$ cat src/rtl/usb4_lane_tx_serializer_if.sv
// ---------------------------------------------------------------------------
// usb4_lane_tx_serializer_if
//
// Purpose : bonded symbol handshake between the logical-layer symbol source
//           and the lane transmit serializer.
//
// Signals :
//   in_data   NUM_LANES*SYM_W  lane k symbol in bits [k*SYM_W +: SYM_W]
//   in_valid  1                source has a bonded symbol on in_data
//   in_ready  1                serializer accepts on in_valid && in_ready
//
// Modports:
//   master - symbol source (drives in_data/in_valid, observes in_ready)
//   slave  - serializer    (observes in_data/in_valid, drives in_ready)
// ---------------------------------------------------------------------------
interface usb4_lane_tx_serializer_if #(
    parameter int NUM_LANES = 2,
    parameter int SYM_W     = 8
);
    logic [NUM_LANES*SYM_W-1:0] in_data;
    logic                       in_valid;
    logic                       in_ready;

    modport master (
        output in_data,
        output in_valid,
        input  in_ready
    );

    modport slave (
        input  in_data,
        input  in_valid,
        output in_ready
    );
endinterface

$ cat src/rtl/usb4_lane_tx_serializer.sv
// ---------------------------------------------------------------------------
// usb4_lane_tx_serializer
//
// Purpose : multi-lane transmit serializer. Takes one bonded parallel symbol
//           per lane through a valid/ready handshake and shifts every lane
//           out LSB-first in lockstep. Each bit is held for DIV clk cycles,
//           DIV being chosen from gen_speed when the symbol is loaded.
//
// Ports   :
//   clk        block clock
//   rst        asynchronous active-high reset
//   sym        symbol handshake (slave modport: in_data, in_valid, in_ready)
//   tx_en      transmit enable; gates new accepts, never aborts a symbol
//   gen_speed  0=Gen2, 1=Gen3, 2=Gen4, 3=reserved (behaves as Gen2)
//   lane_tx    registered serial lane outputs
//   busy       high while a symbol is being shifted
//   sym_cnt    completed symbols, wraps modulo 2^CNT_W
//
// Build option:
//   USB4_TX_SCRAMBLER_EN - when defined, each lane XORs its data bits with
//   an 11-bit LFSR (x^11 + x^9 + 1) seeded at reset to 11'h7FF ^ lane index.
//   The LFSR steps once per completed bit period and holds while idle.
//   When undefined no LFSR logic exists and data goes out unmodified.
// ---------------------------------------------------------------------------
module usb4_lane_tx_serializer #(
    parameter int   NUM_LANES = 2,
    parameter int   SYM_W     = 8,
    parameter int   GEN2_DIV  = 4,
    parameter int   GEN3_DIV  = 2,
    parameter int   GEN4_DIV  = 1,
    parameter logic IDLE_LVL  = 1'b0,
    parameter int   CNT_W     = 16
) (
    input  logic                          clk,
    input  logic                          rst,
    usb4_lane_tx_serializer_if.slave      sym,
    input  logic                          tx_en,
    input  logic [1:0]                    gen_speed,
    output logic [NUM_LANES-1:0]          lane_tx,
    output logic                          busy,
    output logic [CNT_W-1:0]              sym_cnt
);

    // Divider counter only has to reach the largest DIV-1.
    localparam int MAX_DIV_23 = (GEN2_DIV > GEN3_DIV) ? GEN2_DIV : GEN3_DIV;
    localparam int MAX_DIV    = (MAX_DIV_23 > GEN4_DIV) ? MAX_DIV_23 : GEN4_DIV;
    localparam int DIV_W      = (MAX_DIV > 1) ? $clog2(MAX_DIV) : 1;
    localparam int BIT_W      = $clog2(SYM_W);

    localparam logic [DIV_W-1:0] GEN2_M1  = DIV_W'(GEN2_DIV - 1);
    localparam logic [DIV_W-1:0] GEN3_M1  = DIV_W'(GEN3_DIV - 1);
    localparam logic [DIV_W-1:0] GEN4_M1  = DIV_W'(GEN4_DIV - 1);
    localparam logic [BIT_W-1:0] LAST_BIT = BIT_W'(SYM_W - 1);

    typedef enum logic {
        IDLE  = 1'b0,
        SHIFT = 1'b1
    } state_t;

    state_t             state_reg;
    logic [BIT_W-1:0]   bit_idx_reg;
    logic [DIV_W-1:0]   div_cnt_reg;
    logic [DIV_W-1:0]   div_m1_reg;     // DIV-1 latched at symbol load
    logic               busy_reg;
    logic [CNT_W-1:0]   sym_cnt_reg;

    logic [DIV_W-1:0]   sel_div_m1;
    logic               bit_end;        // last clk of the current bit period
    logic               sym_end;        // last clk of the last bit
    logic               in_ready_int;
    logic               accept;
    logic               adv;            // move to the next bit of this symbol
    logic               go_idle;        // symbol done, nothing to follow

    always_comb begin
        sel_div_m1 = GEN2_M1;
        case (gen_speed)
            2'd1:    sel_div_m1 = GEN3_M1;
            2'd2:    sel_div_m1 = GEN4_M1;
            default: sel_div_m1 = GEN2_M1;   // Gen2 and the reserved code
        endcase
    end

    assign bit_end = (state_reg == SHIFT) && (div_cnt_reg == div_m1_reg);
    assign sym_end = bit_end && (bit_idx_reg == LAST_BIT);

    // Ready is decoded from registered state so a reload can happen in the
    // final cycle of the last bit without a gap. It is forced low while rst
    // is held so nothing is offered during reset.
    assign in_ready_int = !rst && tx_en && ((state_reg == IDLE) || sym_end);
    assign accept       = sym.in_valid && in_ready_int;
    assign adv          = bit_end && !sym_end;
    assign go_idle      = sym_end && !accept;

    assign sym.in_ready = in_ready_int;
    assign busy         = busy_reg;
    assign sym_cnt      = sym_cnt_reg;

    // -----------------------------------------------------------------------
    // Control FSM: state, bit/divider counters, busy and completion counter.
    // -----------------------------------------------------------------------
    always_ff @(posedge clk or posedge rst) begin
        if (rst) begin
            state_reg   <= IDLE;
            bit_idx_reg <= '0;
            div_cnt_reg <= '0;
            div_m1_reg  <= '0;
            busy_reg    <= 1'b0;
            sym_cnt_reg <= '0;
        end else begin
            case (state_reg)
                IDLE: begin
                    if (accept) begin
                        state_reg   <= SHIFT;
                        busy_reg    <= 1'b1;
                        div_m1_reg  <= sel_div_m1;
                        bit_idx_reg <= '0;
                        div_cnt_reg <= '0;
                    end
                end
                SHIFT: begin
                    if (bit_end) begin
                        div_cnt_reg <= '0;
                        if (bit_idx_reg == LAST_BIT) begin
                            sym_cnt_reg <= sym_cnt_reg + CNT_W'(1);
                            bit_idx_reg <= '0;
                            if (accept) begin
                                // back-to-back: new DIV applies to this symbol
                                div_m1_reg <= sel_div_m1;
                            end else begin
                                state_reg <= IDLE;
                                busy_reg  <= 1'b0;
                            end
                        end else begin
                            bit_idx_reg <= bit_idx_reg + BIT_W'(1);
                        end
                    end else begin
                        div_cnt_reg <= div_cnt_reg + DIV_W'(1);
                    end
                end
                default: begin
                    state_reg <= IDLE;
                    busy_reg  <= 1'b0;
                end
            endcase
        end
    end

    // -----------------------------------------------------------------------
    // Per-lane datapath. On load, bit 0 goes straight to the output register
    // and the remaining bits are kept in shreg_reg, so shreg_reg[0] is always
    // the next bit to send.
    // -----------------------------------------------------------------------
    for (genvar gi = 0; gi < NUM_LANES; gi++) begin : g_lane
        logic [SYM_W-1:0] lane_data;
        logic [SYM_W-1:0] shreg_reg;
        logic             tx_reg;
        logic             load_bit;
        logic             adv_bit;

        assign lane_data = sym.in_data[gi*SYM_W +: SYM_W];

`ifdef USB4_TX_SCRAMBLER_EN
        logic [10:0] lfsr_reg;
        logic [10:0] lfsr_next;

        assign lfsr_next = {lfsr_reg[9:0], lfsr_reg[10] ^ lfsr_reg[8]};

        // A load from IDLE uses the held LFSR; a back-to-back reload happens
        // on a completed bit period, so it already sees the stepped value.
        assign load_bit = lane_data[0] ^ (bit_end ? lfsr_next[10] : lfsr_reg[10]);
        assign adv_bit  = shreg_reg[0] ^ lfsr_next[10];

        always_ff @(posedge clk or posedge rst) begin
            if (rst) begin
                lfsr_reg <= 11'h7FF ^ 11'(gi);
            end else if (bit_end) begin
                lfsr_reg <= lfsr_next;
            end
        end
`else
        assign load_bit = lane_data[0];
        assign adv_bit  = shreg_reg[0];
`endif

        always_ff @(posedge clk or posedge rst) begin
            if (rst) begin
                shreg_reg <= '0;
                tx_reg    <= IDLE_LVL;
            end else if (accept) begin
                shreg_reg <= lane_data >> 1;
                tx_reg    <= load_bit;
            end else if (adv) begin
                shreg_reg <= shreg_reg >> 1;
                tx_reg    <= adv_bit;
            end else if (go_idle) begin
                tx_reg    <= IDLE_LVL;
            end
        end

        assign lane_tx[gi] = tx_reg;
    end

endmodule

$ cat src/flat_wrapper.sv
// flat-port wrapper written by rule: the top's interface ports become plain ports
module usb4_lane_tx_serializer_flat 
#(
    parameter int   NUM_LANES = 2,
    parameter int   SYM_W     = 8,
    parameter int   GEN2_DIV  = 4,
    parameter int   GEN3_DIV  = 2,
    parameter int   GEN4_DIV  = 1,
    parameter logic IDLE_LVL  = 1'b0,
    parameter int   CNT_W     = 16
)
  (clk, rst, tx_en, gen_speed, lane_tx, busy, sym_cnt, sym_in_data, sym_in_valid, sym_in_ready);
  usb4_lane_tx_serializer_if #(.NUM_LANES(NUM_LANES), .SYM_W(SYM_W)) sym_i ();
  input  logic clk;
  input  logic rst;
  input  logic tx_en;
  input  logic [1:0] gen_speed;
  output logic [NUM_LANES-1:0] lane_tx;
  output logic busy;
  output logic [CNT_W-1:0] sym_cnt;
  input wire logic [$bits(sym_i.in_data)-1:0] sym_in_data;
  input wire logic [$bits(sym_i.in_valid)-1:0] sym_in_valid;
  output wire logic [$bits(sym_i.in_ready)-1:0] sym_in_ready;
  assign sym_i.in_data = sym_in_data;
  assign sym_i.in_valid = sym_in_valid;
  assign sym_in_ready = sym_i.in_ready;
  usb4_lane_tx_serializer #(.NUM_LANES(NUM_LANES), .SYM_W(SYM_W), .GEN2_DIV(GEN2_DIV), .GEN3_DIV(GEN3_DIV), .GEN4_DIV(GEN4_DIV), .IDLE_LVL(IDLE_LVL), .CNT_W(CNT_W)) u_core (.clk(clk), .rst(rst), .sym(sym_i), .tx_en(tx_en), .gen_speed(gen_speed), .lane_tx(lane_tx), .busy(busy), .sym_cnt(sym_cnt));
endmodule
$ cat config.mk
export PLATFORM = sky130hd
export DESIGN_NAME = usb4_lane_tx_serializer_flat
export DESIGN_NICKNAME = d
export VERILOG_FILES = /design/src/rtl/usb4_lane_tx_serializer_if.sv /design/src/rtl/usb4_lane_tx_serializer.sv /design/src/flat_wrapper.sv
export SDC_FILE = /design/constraint.sdc
export NUM_CORES = 1
export LEC_CHECK = 0
export ABC_CLOCK_PERIOD_IN_PS = 3250
export BUFFER_PORTS_ARGS = -buffer_cell sky130_fd_sc_hd__buf_2
export CAP_MARGIN = 20
export CORE_MARGIN = 2
export CORE_UTILIZATION = 53
export DETAILED_ROUTE_END_ITERATION = 10
export PLACE_DENSITY_LB_ADDON = 0.25
export SYNTH_ARGS = -nofsm -noshare
export SYNTH_HDL_FRONTEND = slang
export SYNTH_SLANG_ARGS = --single-unit
$ cat constraint.sdc
create_clock -name clk -period 3.25 [get_ports clk]
set_clock_uncertainty 0.05 [all_clocks]
set_input_delay 0.8125 -clock clk [delete_from_list [all_inputs] [get_ports clk]]
set_output_delay 0.8125 -clock clk [all_outputs]
set_load 0.02 [all_outputs]
==> out/results.md, run 1 <==
| Parameter | Value | Unit |
|:---|:---|:---|
| Status | finished, final reports clean | - |
| Initial Utilization | 56.19 | % |
| IO Pins | 42 | - |
| Async SR Flop Fraction | 100.0 | % |
| Warnings, synthesis | 0 | - |
| CTS tree | done | - |
| Type of origin of the critical path | register | - |
| Required @ worst endpoint | 2390 | ps |
| Flops & latches, synth | 41 | - |
| Crit Path Category | reg -> out | - |
| Mapped Cells | 165 | - |
| Post-cts hold buffer count | 0 | - |
| Highest-delay cell along the critical path | sky130_fd_sc_hd__dfrtp_1 | - |
| Power Density | 773.4 | nW/µm² |
| EDFF count, synth | 0 | - |
| Die extent in y | 64.18 | µm |
| Remaining antenna violation count after routing | 0 | - |
| Highest cell delay on the worst timing path | 390 | ps |
| Max-cap violation count | 0 | - |
| Number of buffers inserted by port buffering | 41 | - |
| Number of vias in the routed layout | 1,415 | - |
| Most used DFF post-synth | sky130_fd_sc_hd__dfrtp_1 | - |
| Post-CTS Setup Bufs | 0 | - |
| Area of the core | 3416 | µm² |
| Number of global-route vias before repair | 1,382 | - |
| Resize count post-CTS | 0 | - |
| Proportion of layout cells with a drive suffix above 1 | 28.23 | % |
| CTS Buffer Depth | 2 | - |
| Setup Total Neg Slack | 0 | ps |
| Vias per cell | 5.549 | - |
| Estimated wirelength of the detail-placed design | 2686 | µm |
| Design Area, Final | 2233 | µm² |
| Net Count, Synth | 191 | - |
| DRC violation count after routing | 0 | - |
| Clock Pin Slew Worst Setup and Hold Paths | 120 | ps |
| Pin count of the biggest net entering global routing | 42 | - |
| CTS sink cnt | 41 | - |
| Overall power of the completed layout | 1.727 | mW |
| Die ar. | 4119 | µm² |
| Total gr overflow | 0 | - |
| Hold/Removal Path Class | reg -> reg | - |
| Unrepaired setup endpoints after global routing | false | - |
| Cell area after synthesis | 1919 | µm² |
| Layout Area Growth over Synthesis | 16.36 | % |
| Worst Path Max Fanout | 6 | - |
| Critical Path AT | 1920 | ps |
| P_leak | 1.142 | nW |
| Final layout net count | 235 | - |
| GRT Util Overall | 20.41 | % |
| Post-layout min period | 2780 | ps |
| List of cells traversed by the critical path | ha_1, ha_1, inv_1, o31a_1, inv_1, and3_1, buf_2 | - |
| Max FFs per register | 16 | - |
| TritonCTS Buffers | 5 | - |
| Per-instance average area after synthesis | 11.63 | µm² |
| Placer congestion estimate | 0.8264 | - |
| Setup violation total in the final timing report | 0 | - |
| Relative slew slack | 43.12 | % |
| Buffer cell driving the clock tree root | sky130_fd_sc_hd__clkbuf_4 | - |
| Peak Freq | 359.7 | MHz |
| Diode insertion count for antenna repair | 0 | - |
| Commonest cells after routing, fill and taps aside | sky130_fd_sc_hd__buf_2 (41), sky130_fd_sc_hd__dfrtp_1 (41), sky130_fd_sc_hd__and2_1 (13), sky130_fd_sc_hd__a221o_1 (13), sky130_fd_sc_hd__xnor2_1 (13) | - |
| Standard-cell rows | 21 | - |
| Total placed instance area | 2161 | µm² |
| Final period utilization | 85.53 | % |
| Chip width | 64.18 | µm |
| Fillers | 281 | - |
| Sequential cell area fraction in the yosys report | 53.46 | % |
| CTS HTree Levels | 2 | - |
| Per-cell routed wire length | 14.69 | µm |
| Number of iterations in the first detailed-routing pass | 4 | - |
| Count of different cell masters after synthesis | 38 | - |
| Fin. max-slew vios | 0 | - |
| Final Hold Vio Count | 0 | - |
| Worst ir drop on vdd | 0.0004553 | V |
| First-iteration detailed-routing DRC count | 74 | - |
| Worst-Skew Late Latency | 350 | ps |
| Total Wirelength | 3746 | µm |
| Number of antenna violations at the first check in global routing | 0 | - |
| Capturing element type of the critical path | output port | - |
| Actual slew at the worst max-slew pin | 847.5 | ps |
| First-pass GRT wire length | 6327 | µm |
Yosys cell counts, drive strengths merged, types with 2 or more instances:
library cell / instances / share of area (%)
nand4: 4 / 1.3
and4: 2 / 0.91
ha: 4 / 2.6
nand2: 9 / 1.8
nor4: 2 / 0.98
o21ai: 3 / 0.78
nor3: 2 / 0.52
clkbuf: 2 / 0.39
xor2: 4 / 2.6
and2: 13 / 4.2
a221o: 13 / 6.8
xnor2: 13 / 5.9
nand3: 8 / 2.1
a211oi: 2 / 0.78
mux2i: 3 / 1.6
inv: 10 / 2.0
and3: 4 / 1.3
buf: 5 / 1.9
dfrtp: 41 / 53
nor2: 7 / 1.5
mux2: 3 / 1.8
cell type report:
class,instances,area (µm²),share of cell area [%]
Clock buffer,5,37.54,1.681
Clock inverter,2,35.03,1.569
Inverter,10,37.54,1.681
Multi-Input combinational cell,107,812.0,36.36
Sequential cell,41,1026,45.94
Tap cell,46,57.56,2.577
Timing Repair Buffer,44,227.7,10.20
per-layer routing:
metal	track usage [%]	vias up	part of all wire, %
met5	0	-	0
met4	7.181	0	2.0
met3	5.810	7	4.6
met2	33.33	36	49
met1	26.02	701	45
li1	-	671	-
worst paths after layout:
kind                       cells after the start             startpoint  slack, ps                       endpoint
max                                            7  u_core.bit_idx_reg[0]        470                   sym_in_ready
min                                            1     u_core.sym_cnt[15]        440             u_core.sym_cnt[15]
max reg2reg                                    4   u_core.div_m1_reg[1]       1070  u_core.g_lane[0].shreg_reg[2]
min reg2reg                                    1     u_core.sym_cnt[15]        440             u_core.sym_cnt[15]
max in group asynchronous                      3                    rst       2240              u_core.sym_cnt[5]
min in group asynchronous                      3                    rst        550          u_core.div_cnt_reg[1]
cell families (layout without fill, tap and decap cells):
group,Yosys count,count (layout),share of synthesized area [%]
adders and majority gates,4,4,2.608
xor gates and xnor gates,17,17,8.540
buffers and inverters,17,61,4.237
DFF,41,41,53.45
AOI/OAI and AO/OA,25,25,11.41
muxes,6,6,3.325
and+or+nand+nor,55,55,16.43
power by group:
part / switching (mW) / internal [mW] / total, mW
Sequential: 0.109 / 0.641 / 0.750
Combinational: 0.387 / 0.270 / 0.657
Clock: 0.163 / 0.157 / 0.320
worst max-delay path: cells and delay by family (launching register included):
family          cells  cell delay (ps)
buf+inv             3              280
compound gates      1              330
flops               1              390
simple gates        1              150
fa+ha+maj           2              420
through the flow:
stage / setup WS [ps] / cells / utilization, % / hold WS (ps)
final: 470.2 / 255 / 65.38 / 439.9
after global routing: 299.7 / 255 / 65.38 / 457.4
after CTS: 464.6 / 255 / 65.38 / 445.2
after detailed placement: 874.5 / 248 / 63.26 / 424.3
after global placement: 924.8 / 248 / 63.26 / 404.0
after floorplan: 293.2 / 165 / - / 420.0
Power figures use the tool's default switching activity.
==> run 2, diff against run 1 <==
--- a/config.mk
+++ b/config.mk
@@ -8,8 +8,10 @@
 export ABC_CLOCK_PERIOD_IN_PS = 3250
 export BUFFER_PORTS_ARGS = -buffer_cell sky130_fd_sc_hd__buf_2
 export CAP_MARGIN = 20
+export CELL_PAD_IN_SITES_DETAIL_PLACEMENT = 0
+export CELL_PAD_IN_SITES_GLOBAL_PLACEMENT = 1
 export CORE_MARGIN = 2
-export CORE_UTILIZATION = 53
+export CORE_UTILIZATION = 42
 export DETAILED_ROUTE_END_ITERATION = 10
 export PLACE_DENSITY_LB_ADDON = 0.25
 export SYNTH_ARGS = -nofsm -noshare
==> run 2 against run 1 <==
- core utilization is 13 points lower
- via count is 0.28% higher
- cell count is 2.7% higher
- non-clock buffer count stayed put
- highest routed layer unchanged
- die area is 24% higher
- fmax is 2.9% higher
- first-iteration DRC count is 14% lower
- clock power is 34% higher
- total power is 5.5% higher
==> out/results.md, run 2 (synthesis gave the netlist of run 1 again) <==
| Parameter | Value | Unit |
|:---|:---|:---|
| Final layout net count | 235 | - |
| Vias per cell | 5.416 | - |
| Setup Total Neg Slack | 0 | ps |
| Initial Utilization | 43.78 | % |
| Buffer cell driving the clock tree root | sky130_fd_sc_hd__clkbuf_8 | - |
| Depth of the worst hold-timing path | 1 | - |
| Layout Area Growth over Synthesis | 19.23 | % |
| P_leak | 1.158 | nW |
| Post-cts hold buffer count | 0 | - |
| Number of global-route vias before repair | 1,446 | - |
| Power spent charging and discharging nets | 660.7 | µW |
| Post-CTS Setup Bufs | 0 | - |
| Power Density | 796.0 | nW/µm² |
| Number of antenna violations at the first check in global routing | 0 | - |
| Estimated wirelength of the detail-placed design | 2637 | µm |
| First-pass GRT wire length | 6541 | µm |
| Status | finished, final reports clean | - |
| Capturing element type of the critical path | output port | - |
| Multi-input gate area | 812.0 | µm² |
| Worst path bufs/invs | 3 | - |
| Peak Freq | 370.0 | MHz |
| Type of origin of the critical path | register | - |
| Final Hold Vio Count | 0 | - |
| Critical Path AT | 1840 | ps |
| Proportion of total power due to net switching | 36.27 | % |
| Worst setup path start | u_core.bit_idx_reg[0] | - |
| Worst-Skew Late Latency | 290 | ps |
| Commonest cells after routing, fill and taps aside | sky130_fd_sc_hd__buf_2 (41), sky130_fd_sc_hd__dfrtp_1 (41), sky130_fd_sc_hd__and2_1 (13), sky130_fd_sc_hd__a221o_1 (13), sky130_fd_sc_hd__xnor2_1 (13) | - |
| Highest-delay cell along the critical path | sky130_fd_sc_hd__dfrtp_1 | - |
| Per-cell routed wire length | 14.26 | µm |
| Overall power of the completed layout | 1.822 | mW |
| Clock Pin Slew Worst Setup and Hold Paths | 80 | ps |
| TritonCTS Buffers | 5 | - |
| Proportion of layout cells with a drive suffix above 1 | 28.57 | % |
| Max FFs per register | 16 | - |
| Final period utilization | 83.16 | % |
| Top Family by Delay on Critical Path | adder cells | - |
| Total Wirelength | 3736 | µm |
| CTS HTree Levels | 2 | - |
| Proportion of power drawn by combinational gates | 35.3 | % |
| Total gr overflow | 0 | - |
| Int Power | 1.161 | mW |
| Fillers | 405 | - |
| IO Pins | 42 | - |
| Remaining antenna violation count after routing | 0 | - |
| CTS sink cnt | 41 | - |
| Resize count post-CTS | 0 | - |
| Unrepaired setup endpoints after global routing | false | - |
| Setup violation total in the final timing report | 0 | - |
| Part of the power in the clock network | 23.6 | % |
| DRC violation count after routing | 0 | - |
| Placer congestion estimate | 0.7210 | - |
| Chip width | 71.60 | µm |
| Diode insertion count for antenna repair | 0 | - |
| Die extent in y | 71.60 | µm |
| Reg2Reg Launch Point | u_core.div_m1_reg[1] | - |
| Worst ir drop on vdd | 0.0003362 | V |
| Relative contribution of sequential cells to total power | 41.1 | % |
| Number of buffers inserted by port buffering | 41 | - |
| GRT Util Overall | 16.50 | % |
| Post-layout min period | 2703 | ps |
| Worst Reg-to-Reg Cells | 4 | - |
| Relative slew slack | 43.36 | % |
| Crit Path Category | reg -> out | - |
| Standard-cell rows | 24 | - |
| Count of cell instances traversed by the critical path | 7 | - |
| Highest cell delay on the worst timing path | 370 | ps |
| Required @ worst endpoint | 2390 | ps |
| CTS tree | done | - |
| Fin. max-slew vios | 0 | - |
| Number of vias in the routed layout | 1,419 | - |
| Die ar. | 5127 | µm² |
| Number of iterations in the first detailed-routing pass | 4 | - |
| List of cells traversed by the critical path | ha_1, ha_1, inv_1, o31a_1, inv_1, and3_1, buf_2 | - |
| Share of the core filled with cells | 52.20 | % |
| First-iteration detailed-routing DRC count | 64 | - |
| Max-cap violation count | 0 | - |
| Actual slew at the worst max-slew pin | 844.0 | ps |
| Hold/Removal Path Class | reg -> reg | - |
| CTS Buffer Depth | 2 | - |
| Worst Path Max Fanout | 6 | - |
| Area of the core | 4384 | µm² |
| Worst min-delay path startpoint | u_core.sym_cnt[15] | - |
| Pin count of the biggest net entering global routing | 42 | - |
| Footprint of the flip-flops and latches | 1026 | µm² |
run 2: cell types whose count changed in the layout (fill, tap and decap cells not counted), sizes merged:
| cell | previous run | this run |
|---|---|---|
| clkbuf | 5 | 6 |
| clkinv | 1 | 0 |
| clkinvlp | 0 | 1 |
run 2: per-layer routing:
metal / GRT usage [%] / part of all wire, %
met5: 0 / 0
met4: 6.709 / 1.7
met3: 5.626 / 6.0
met2: 25.93 / 46
met1: 20.97 / 46
run 2: layout make-up:
cell class | count | share of cell area (%)
timing repair buffer | 44 | 9.951
tap | 52 | 2.843
sequential | 41 | 44.83
clock inverter | 2 | 1.640
multi-input combinational | 107 | 35.48
inverter | 10 | 1.640
clock buffer | 6 | 3.609
run 2: through the flow:
step                      hold slack, ps  worst slack, ps  std cells  instance area (µm²)
final                              417.1            547.2        262                 2288
after global routing               459.8            413.4        262                 2288
after CTS                          423.5            525.8        262                 2288
after detailed placement           407.6            867.9        254                 2168
after global placement             408.6            902.8        254                 2168
after floorplan                    420.0            293.2        165                 1919
run 2: power groups by stage:
stage / clock, mW / sequential [mW] / combinational [mW]
after floorplan: 0 / 0.747 / 0.500
after global placement: 0 / 0.751 / 0.638
after detailed placement: 0 / 0.758 / 0.655
after CTS: 0.444 / 0.750 / 0.656
after global routing: 0.466 / 0.768 / 0.734
final: 0.430 / 0.749 / 0.643
run 2: worst reg2reg max path, delay by kind of cell (launching register included):
kind / cells / cell delay (ps)
XOR/XNOR: 1 / 380
AO/OA/AOI/OAI: 2 / 980
flip-flops: 1 / 450
AND/OR/NAND/NOR: 1 / 200
run 2: final timing paths:
path | slack [ps] | endpoint
max in group asynchronous | 2180 | u_core.sym_cnt[6]
hold / removal | 420 | u_core.sym_cnt[15]
min in group asynchronous | 610 | u_core.state_reg
hold reg to reg | 420 | u_core.sym_cnt[15]
setup / recovery | 550 | sym_in_ready
setup reg to reg | 1140 | u_core.g_lane[0].shreg_reg[1]
==> run 3, diff against run 2 <==
--- a/config.mk
+++ b/config.mk
@@ -5,7 +5,7 @@
 export SDC_FILE = /design/constraint.sdc
 export NUM_CORES = 1
 export LEC_CHECK = 0
-export ABC_CLOCK_PERIOD_IN_PS = 3250
+export ABC_CLOCK_PERIOD_IN_PS = 2660
 export BUFFER_PORTS_ARGS = -buffer_cell sky130_fd_sc_hd__buf_2
 export CAP_MARGIN = 20
 export CELL_PAD_IN_SITES_DETAIL_PLACEMENT = 0
==> constraint.sdc (replaced) <==
create_clock -name clk -period 2.66 [get_ports clk]
set_clock_uncertainty 0.05 [all_clocks]
set_input_delay 0.665 -clock clk [delete_from_list [all_inputs] [get_ports clk]]
set_output_delay 0.665 -clock clk [all_outputs]
set_load 0.02 [all_outputs]
==> run 3 against run 2 <==
- register-to-register slack worse by 690 ps
- total power grew 28%
- critical path type unchanged
- highest routed layer unchanged
- largest cell class unchanged
- hold slack better by 18 ps
==> out/results.md, run 3 (synthesis gave the netlist of run 1 again) <==
| Parameter | Value | Unit |
|:---|:---|:---|
| Clock Pin Slew Worst Setup and Hold Paths | 90 | ps |
| Final layout net count | 236 | - |
| First-pass GRT wire length | 6637 | µm |
| Chip width | 71.60 | µm |
| GRT Util Overall | 16.35 | % |
| Highest-delay cell along the critical path | sky130_fd_sc_hd__dfrtp_1 | - |
| Required @ worst endpoint | 1950 | ps |
| Estimated wirelength of the detail-placed design | 2785 | µm |
| Count of cell instances traversed by the critical path | 7 | - |
| Number of global-route vias before repair | 1,483 | - |
| Capturing element type of the critical path | output port | - |
| Overall power of the completed layout | 2.340 | mW |
| Post-layout min period | 2497 | ps |
| Actual slew at the worst max-slew pin | 930.8 | ps |
| Status | finished, final reports clean | - |
| Initial Utilization | 43.78 | % |
| Number of buffers inserted by port buffering | 41 | - |
| Fin. max-slew vios | 0 | - |
| Footprint of the flip-flops and latches | 1026 | µm² |
| Depth of the worst hold-timing path | 1 | - |
| Placer congestion estimate | 0.8003 | - |
| Min Hold Slack | 434.6 | ps |
| Hold/Removal Path Class | reg -> reg | - |
| Highest cell delay on the worst timing path | 380 | ps |
| Most frequent cell on the critical path | sky130_fd_sc_hd__inv_1 | - |
| Final period utilization | 93.89 | % |
| Die extent in y | 71.60 | µm |
| CTS Buffer Depth | 2 | - |
| Critical Path AT | 1780 | ps |
| First-iteration detailed-routing DRC count | 79 | - |
| Diode insertion count for antenna repair | 0 | - |
| Buffer cell driving the clock tree root | sky130_fd_sc_hd__clkbuf_8 | - |
| Worst Reg-to-Reg Cells | 4 | - |
| List of cells traversed by the critical path | ha_1, ha_4, inv_1, o31a_1, inv_1, and3_1, buf_2 | - |
| Top Family by Delay on Critical Path | flip-flops | - |
| Worst path bufs/invs | 3 | - |
| Worst ir drop on vdd | 0.0005505 | V |
| Worst-Skew Late Latency | 290 | ps |
| Number of antenna violations at the first check in global routing | 0 | - |
| Multi-input gate area | 824.5 | µm² |
| Remaining antenna violation count after routing | 0 | - |
| Setup Total Neg Slack | 0 | ps |
| TritonCTS Buffers | 5 | - |
| Relative slew slack | 37.53 | % |
| Pin count of the biggest net entering global routing | 42 | - |
| Worst Path Max Fanout | 6 | - |
| P_leak | 1.167 | nW |
| DRC violation count after routing | 0 | - |
| Peak Freq | 400.4 | MHz |
| Final Hold Vio Count | 0 | - |
| Setup violation total in the final timing report | 0 | - |
| Number of iterations in the first detailed-routing pass | 4 | - |
| Share of the core filled with cells | 53.14 | % |
| Total gr overflow | 0 | - |
| Proportion of layout cells with a drive suffix above 1 | 29.86 | % |
| Die ar. | 5127 | µm² |
| Post-CTS Setup Bufs | 0 | - |
| Type of origin of the critical path | register | - |
| Commonest cells after routing, fill and taps aside | sky130_fd_sc_hd__buf_2 (41), sky130_fd_sc_hd__dfrtp_1 (41), sky130_fd_sc_hd__and2_1 (13), sky130_fd_sc_hd__a221o_1 (13), sky130_fd_sc_hd__xnor2_1 (13) | - |
| Post-cts hold buffer count | 0 | - |
| CTS tree | done | - |
| Per-cell routed wire length | 14.78 | µm |
| Max FFs per register | 16 | - |
| Unrepaired setup endpoints after global routing | false | - |
| Standard-cell rows | 24 | - |
| Max-cap violation count | 0 | - |
| CTS HTree Levels | 2 | - |
| Vias per cell | 5.224 | - |
| Number of vias in the routed layout | 1,374 | - |
| Total Wirelength | 3886 | µm |
| Resize count post-CTS | 0 | - |
| Crit Path Category | reg -> out | - |
| Fillers | 417 | - |
| Power Density | 1004 | nW/µm² |
| Area of the core | 4384 | µm² |
| CTS sink cnt | 41 | - |
| Layout Area Growth over Synthesis | 21.38 | % |
| IO Pins | 42 | - |
-- run 3: final cells by class --
class | instances | share of cell area (%)
clock inverters | 3 | 2.954
well taps | 52 | 2.793
repair buffers | 45 | 10.10
inverters | 10 | 1.772
clock buffers | 5 | 2.954
multi-input cells | 107 | 35.39
flip-flops and latches | 41 | 44.04
-- run 3: through the flow --
| stage | area (µm²) | std cells | worst slack (ps) |
|---|---|---|---|
| floorplan | 1923 | 165 | 286.6 |
| global route | 2330 | 263 | 34.65 |
| detailed placement | 2180 | 255 | 430.1 |
| global placement | 2180 | 255 | 461.5 |
| CTS | 2317 | 263 | 91.07 |
| finish | 2330 | 263 | 162.6 |
-- run 3: routing by layer --
metal | GRT usage [%] | routed length (µm)
met1 | 20.59 | 1836
met2 | 27.98 | 1874
met5 | 0 | 0
met3 | 3.376 | 140
met4 | 5.660 | 34
-- run 3: power by group --
part / internal, mW / switching, mW / total, mW
registers: 0.784 / 0.132 / 0.917
clock network: 0.378 / 0.230 / 0.608
logic: 0.339 / 0.476 / 0.815
total: 1.50 / 0.839 / 2.34
-- run 3: worst paths after layout --
check / slack, ps / startpoint / to
setup / recovery: 160 / u_core.bit_idx_reg[0] / sym_in_ready
hold / removal: 430 / u_core.sym_cnt[8] / u_core.sym_cnt[8]
setup reg to reg: 450 / u_core.div_m1_reg[1] / u_core.g_lane[0].shreg_reg[3]
hold reg to reg: 430 / u_core.sym_cnt[8] / u_core.sym_cnt[8]
max in group asynchronous: 1720 / rst / u_core.g_lane[0].shreg_reg[3]
min in group asynchronous: 490 / rst / u_core.sym_cnt[2]
